$ cat src/rtl/ex_ctrl_pkg.sv
// Shared types and readout slot constants for the exposure/readout controller.
package ex_ctrl_pkg;

    typedef enum logic [1:0] {
        IDLE,
        EXPOSURE,
        READOUT
    } state_t;

    localparam int unsigned SLOT_LEN       = 4;
    localparam int unsigned ADC_PHASE      = 1;
    localparam int unsigned NRE_LAST_PHASE = 2;

endpackage

$ cat src/rtl/exp_unit_timer.sv
// Exposure timer: a UNIT_CYCLES prescaler chained to an EXP_W unit down-counter.
module exp_unit_timer #(
    parameter int unsigned UNIT_CYCLES = 1000,
    parameter int unsigned EXP_W       = 5
) (
    input  logic             Clk,
    input  logic             Reset,
    input  logic             load,
    input  logic [EXP_W-1:0] value,
    output logic             done
);

    localparam int unsigned PRE_W = (UNIT_CYCLES > 1) ? $clog2(UNIT_CYCLES) : 1;

    logic [PRE_W-1:0] pre;
    logic [EXP_W-1:0] units;
    logic             pre_wrap;

    assign pre_wrap = (pre == PRE_W'(UNIT_CYCLES - 1));
    // Fires on the last cycle of the final unit so the parent leaves Exposure exactly on time.
    assign done     = pre_wrap && (units == EXP_W'(1));

    always_ff @(posedge Clk or posedge Reset) begin
        if (Reset) begin
            pre   <= '0;
            units <= '0;
        end else if (load) begin
            pre   <= '0;
            units <= value;
        end else if (units != '0) begin
            if (pre_wrap) begin
                pre   <= '0;
                units <= units - 1'b1;
            end else begin
                pre   <= pre + 1'b1;
            end
        end
    end

endmodule

$ cat src/rtl/ex_control_multirow.sv
// Exposure/readout controller: erase in Idle, timed exposure, then ROWS readout slots.
module ex_control_multirow
    import ex_ctrl_pkg::*;
#(
    parameter int unsigned ROWS        = 2,
    parameter int unsigned EXP_W       = 5,
    parameter int unsigned EXP_MIN     = 2,
    parameter int unsigned EXP_MAX     = 30,
    parameter int unsigned EXP_INIT    = 5,
    parameter int unsigned UNIT_CYCLES = 1000
) (
    input  logic             Clk,
    input  logic             Reset,
    input  logic             Init,
    input  logic             Exp_increase,
    input  logic             Exp_decrease,
    output logic             Erase,
    output logic             Expose,
    output logic [ROWS-1:0]  NRE,
    output logic             ADC,
    output logic             Busy,
    output logic [EXP_W-1:0] Exp_time
);

    localparam int unsigned ROW_W = (ROWS > 1) ? $clog2(ROWS) : 1;
    localparam int unsigned PH_W  = $clog2(SLOT_LEN);

    state_t           state, state_n;
    logic [PH_W-1:0]  phase, phase_n;
    logic [ROW_W-1:0] row, row_n;
    logic [EXP_W-1:0] exp_n;
    logic             load, done;
    logic             erase_n, expose_n, adc_n, busy_n;
    logic [ROWS-1:0]  nre_n;

    exp_unit_timer #(
        .UNIT_CYCLES(UNIT_CYCLES),
        .EXP_W      (EXP_W)
    ) u_timer (
        .Clk  (Clk),
        .Reset(Reset),
        .load (load),
        .value(Exp_time),
        .done (done)
    );

    always_comb begin
        state_n = state;
        phase_n = phase;
        row_n   = row;
        exp_n   = Exp_time;
        load    = 1'b0;
        unique case (state)
            IDLE: begin
                if (Init) begin
                    state_n = EXPOSURE;
                    load    = 1'b1;
                end else if (Exp_increase && !Exp_decrease) begin
                    if (Exp_time < EXP_W'(EXP_MAX)) exp_n = Exp_time + 1'b1;
                end else if (Exp_decrease && !Exp_increase) begin
                    if (Exp_time > EXP_W'(EXP_MIN)) exp_n = Exp_time - 1'b1;
                end
            end
            EXPOSURE: begin
                if (done) begin
                    state_n = READOUT;
                    phase_n = '0;
                    row_n   = '0;
                end
            end
            READOUT: begin
                if (phase == PH_W'(SLOT_LEN - 1)) begin
                    phase_n = '0;
                    if (row == ROW_W'(ROWS - 1)) state_n = IDLE;
                    else                          row_n   = row + 1'b1;
                end else begin
                    phase_n = phase + 1'b1;
                end
            end
            default: state_n = IDLE;
        endcase

        // Outputs are decoded from the next state so the registered copies line up with it.
        erase_n  = (state_n == IDLE);
        expose_n = (state_n == EXPOSURE);
        busy_n   = (state_n != IDLE);
        adc_n    = (state_n == READOUT) && (phase_n == PH_W'(ADC_PHASE));
        nre_n    = '1;
        if (state_n == READOUT && phase_n <= PH_W'(NRE_LAST_PHASE)) begin
            for (int unsigned r = 0; r < ROWS; r++) begin
                if (row_n == ROW_W'(r)) nre_n[r] = 1'b0;
            end
        end
    end

    always_ff @(posedge Clk or posedge Reset) begin
        if (Reset) begin
            state    <= IDLE;
            phase    <= '0;
            row      <= '0;
            Exp_time <= EXP_W'(EXP_INIT);
            Erase    <= 1'b1;
            Expose   <= 1'b0;
            NRE      <= '1;
            ADC      <= 1'b0;
            Busy     <= 1'b0;
        end else begin
            state    <= state_n;
            phase    <= phase_n;
            row      <= row_n;
            Exp_time <= exp_n;
            Erase    <= erase_n;
            Expose   <= expose_n;
            NRE      <= nre_n;
            ADC      <= adc_n;
            Busy     <= busy_n;
        end
    end

endmodule
$ cat config.mk
export PLATFORM = sky130hd
export DESIGN_NAME = ex_control_multirow
export DESIGN_NICKNAME = d
export VERILOG_FILES = /design/src/rtl/ex_ctrl_pkg.sv /design/src/rtl/exp_unit_timer.sv /design/src/rtl/ex_control_multirow.sv
export SDC_FILE = /design/constraint.sdc
export NUM_CORES = 1
export LEC_CHECK = 0
export CELL_PAD_IN_SITES_DETAIL_PLACEMENT = 1
export CELL_PAD_IN_SITES_GLOBAL_PLACEMENT = 2
export CORE_UTILIZATION = 37
export CTS_CLUSTER_DIAMETER = 30
export DETAILED_ROUTE_END_ITERATION = 7
export PLACE_DENSITY = 0.86
export SYNTH_ARGS = -nofsm -noshare
export SYNTH_HDL_FRONTEND = slang
export SYNTH_HIERARCHICAL = 1
export SYNTH_SLANG_ARGS = --single-unit
$ cat constraint.sdc
create_clock -name Clk -period 2.7 [get_ports Clk]
set_input_delay 0.27 -clock Clk [delete_from_list [all_inputs] [get_ports Clk]]
set_output_delay 0.27 -clock Clk [all_outputs]
set_load 0.03 [all_outputs]
==> results.json <==
{
  "synth-compound-area-share_pct": 16.4,
  "wl_per_cell_um": 16.4,
  "drc": 0,
  "min_path_type": "input pin to async pin",
  "cts_buffers": 5,
  "layout_common_cells": "dfrtp_1, inv_1, clkdlybuf4s50_1",
  "seq_area_frac_synth_pct": 43.5,
  "drt-pass1-iter-count": 4,
  "drt_iter0_drc": 40,
  "finalInstanceArea_mm2": 0.00209,
  "required_ns": 2.91,
  "rsz0062_at_grt": "no",
  "cpPeakStageDelay_ns": 0.40,
  "rr_startpoint": "u_timer/pre[0]",
  "grt_use_total_pct": 17.7,
  "cts_max_path_buffers": 2,
  "cts.sinks": 31,
  "ys_seq_elements": 31,
  "ant_nets": 0,
  "fin_crit_sh_pct": 91.3,
  "clkTransAtPathRegs_ns": 0.07,
  "drive_gt1_share_pct": 14.4,
  "syn_to_final_growth_pct": 16.1,
  "ys_warn_count": 6,
  "start_util_pct": 39.9,
  "fillers": 500,
  "cpMostUsedCell": "and4_1",
  "clk_latency_ns": 0.28,
  "die_x_um": 71.7,
  "worst_pin_slew_ns": 0.631,
  "placed_area_mm2": 0.00200,
  "antenna_cells": 0,
  "synth-xor-area-share_pct": 6.33,
  "cpMaxStageDelayCell": "dfrtp_1",
  "grt_pass1_wl_um": 6860,
  "dp_hpwl_um": 3020,
  "synth_top_family_by_area": "simple AND/OR/NAND/NOR gates",
  "synth_cell_type_count": 45,
  "drv_cap": 0,
  "p_leak_nw": 0.961,
  "run_status": "finished clean",
  "syn_nets": 185,
  "powerDensity_mw_per_mm2": 975,
  "crit_family": "simple AND/OR/NAND/NOR gates",
  "cp-startpoint": "u_timer/pre[0]",
  "syn_area_per_cell_um2": 10.8,
  "coreArea_mm2": 0.00450,
  "hold_viol_final": 0,
  "worst_clock_skew_ns": 0.00618,
  "post-cts-setup-buffers": 0,
  "dp_slack_ns": 0.266,
  "cts_tree": "yes",
  "fmax_mhz": 406,
  "path_class": "flop to flop",
  "worstPathCellList": "ha_1 > and4_1 > and3_1 > and4_1 > nand2b_1 > nand2_1 > a32oi_1 > inv_1 > nor3b_2",
  "synth.mux.area_fraction_pct": 2.37,
  "drv_slew": 0,
  "cp_max_fo": 6,
  "multi_input_area_um2": 931,
  "relSlewSlack_pct": 57.9,
  "post-route-min-period_ns": 2.46,
  "cts_resized": 0,
  "synth_fa_ha_area_share_pct": 9.46,
  "cp.arrival_ns": 2.68,
  "drt_wl_total_um": 3930,
  "routed-via-count": 1321,
  "gr-total-overflow": 0,
  "holdBufCountCts": 0,
  "synthSimpleGateAreaFrac_pct": 17.3,
  "antenna_found_initial": 0,
  "die_area_mm2": 0.00514,
  "io_pins": 16,
  "vdd_drop_max_v": 0.000420,
  "cp-start-kind": "flop",
  "grt_pass1_vias": 1425,
  "critPathBufInv": 1,
  "fin_tns_setup_ns": 0,
  "finalSetupViolCount": 0,
  "rows": 24,
  "htreeDepth": 2,
  "p_total_mw": 2.03,
  "grt_max_degree": 17,
  "numPortBuffers": 15,
  "synth_cells": 167,
  "root_buffer": "clkbuf_8",
  "setup_slack_ns": 0.235,
  "num-nets-final": 205,
  "seq_area_um2": 782,
  "final_common_cell": "dfrtp_1",
  "vias_per_cell": 5.50,
  "cp-end-kind": "flop",
  "die_h_um": 71.7,
  "gp_routability_congestion": 0.802,
  "syn_area_mm2": 0.00180
}
-- worst paths after layout --
path | to | slack [ns] | cells after the start
max | ADC | 0.24 | 9
min | u_timer/units[2] | 0.41 | 2
max reg2reg | ADC | 0.24 | 9
min reg2reg | Exp_time[0] | 0.54 | 1
max in group asynchronous | Exp_time[1] | 1.87 | 2
min in group Clk | Exp_time[0] | 0.54 | 1
-- where the power goes --
group | switching, mW | internal [mW] | leakage [nW]
registers | 0.151 | 0.615 | 0.389
clock network | 0.172 | 0.176 | 0.0477
logic | 0.516 | 0.405 | 0.524
-- metal layers --
layer  vias up  GRT usage (%)  part of all wire, %
met4         0           7.19                  1.9
met3         9           4.78                  3.2
li1        630              -                    -
met1       664           21.8                   44
met2        18           29.2                   51
met5         -              0                    0
-- Yosys cell counts --
| library cell | n | area (um2) |
|---|---|---|
| a311oi_1 | 3 | 26.3 |
| a21bo_4 | 1 | 16.3 |
| o21ai_0 | 1 | 5.00 |
| dfstp_2 | 5 | 131 |
| and4b_2 | 1 | 11.3 |
| mux2i_1 | 2 | 20.0 |
| a32oi_1 | 2 | 17.5 |
| nor2_1 | 12 | 45.0 |
| ha_1 | 12 | 150 |
| nor4b_1 | 1 | 8.76 |
| a22oi_1 | 1 | 7.51 |
| buf_6 | 1 | 11.3 |
| nor4_1 | 1 | 6.26 |
| nand3_1 | 3 | 15.0 |
| nand2_1 | 6 | 22.5 |
| buf_2 | 2 | 10.0 |
| a31oi_1 | 1 | 6.26 |
| nand4_1 | 1 | 6.26 |
| nor2b_1 | 2 | 12.5 |
| inv_1 | 16 | 60.1 |
| and3_1 | 4 | 25.0 |
| nor3_1 | 3 | 15.0 |
| nor2b_2 | 1 | 8.76 |
| a311oi_4 | 2 | 52.6 |
| o211ai_1 | 7 | 52.6 |
| and2_1 | 4 | 25.0 |
| a211oi_2 | 1 | 12.5 |
| xnor2_1 | 5 | 43.8 |
| and4_1 | 3 | 26.3 |
| o2111ai_1 | 3 | 26.3 |
| and3b_1 | 1 | 8.76 |
| fa_1 | 1 | 20.0 |
| nor3b_2 | 1 | 12.5 |
| dfrtp_1 | 26 | 651 |
| or2_2 | 1 | 6.26 |
| nand2b_1 | 4 | 25.0 |
| clkbuf_1 | 1 | 3.75 |
| a211o_1 | 1 | 8.76 |
| a21o_1 | 3 | 22.5 |
| mux2_2 | 2 | 22.5 |
| and2b_2 | 1 | 8.76 |
| xor2_1 | 8 | 70.1 |
| a21oi_1 | 8 | 40.0 |
| or4b_4 | 1 | 13.8 |
| nand3b_1 | 1 | 7.51 |
-- layout make-up --
cell class / count / area share (%)
sequential: 31 / 37.5
clock buffer: 5 / 3.30
inverter: 16 / 2.88
tap: 52 / 3.12
clock inverter: 3 / 0.719
multi-input combinational: 116 / 44.6
timing repair buffer: 17 / 7.91
-- cells by family after synthesis --
kind of cell,after synthesis
AOI/OAI and AO/OA,34
xor gates and xnor gates,13
adders and majority gates,13
buffers and inverters,20
DFF,31
muxes,4
and+or+nand+nor,52
-- state kept, by name, indices dropped and copies added, names as in the netlist --
register       cells
ADC                1
Busy               1
Erase              1
Exp_time           5
Expose             1
NRE                2
phase              2
row                1
state              2
u_timer/pre       10
u_timer/units      5
-- metrics by stage --
| step | hold WS (ns) | utilization [%] | instances |
|---|---|---|---|
| floorplan | 0.171 | - | 167 |
| global placement | 0.524 | 44.5 | 232 |
| detailed placement | 0.538 | 44.5 | 232 |
| CTS | 0.424 | 46.3 | 240 |
| global route | 0.449 | 46.3 | 240 |
| finish | 0.412 | 46.3 | 240 |
(Power assumes the default switching activity.)
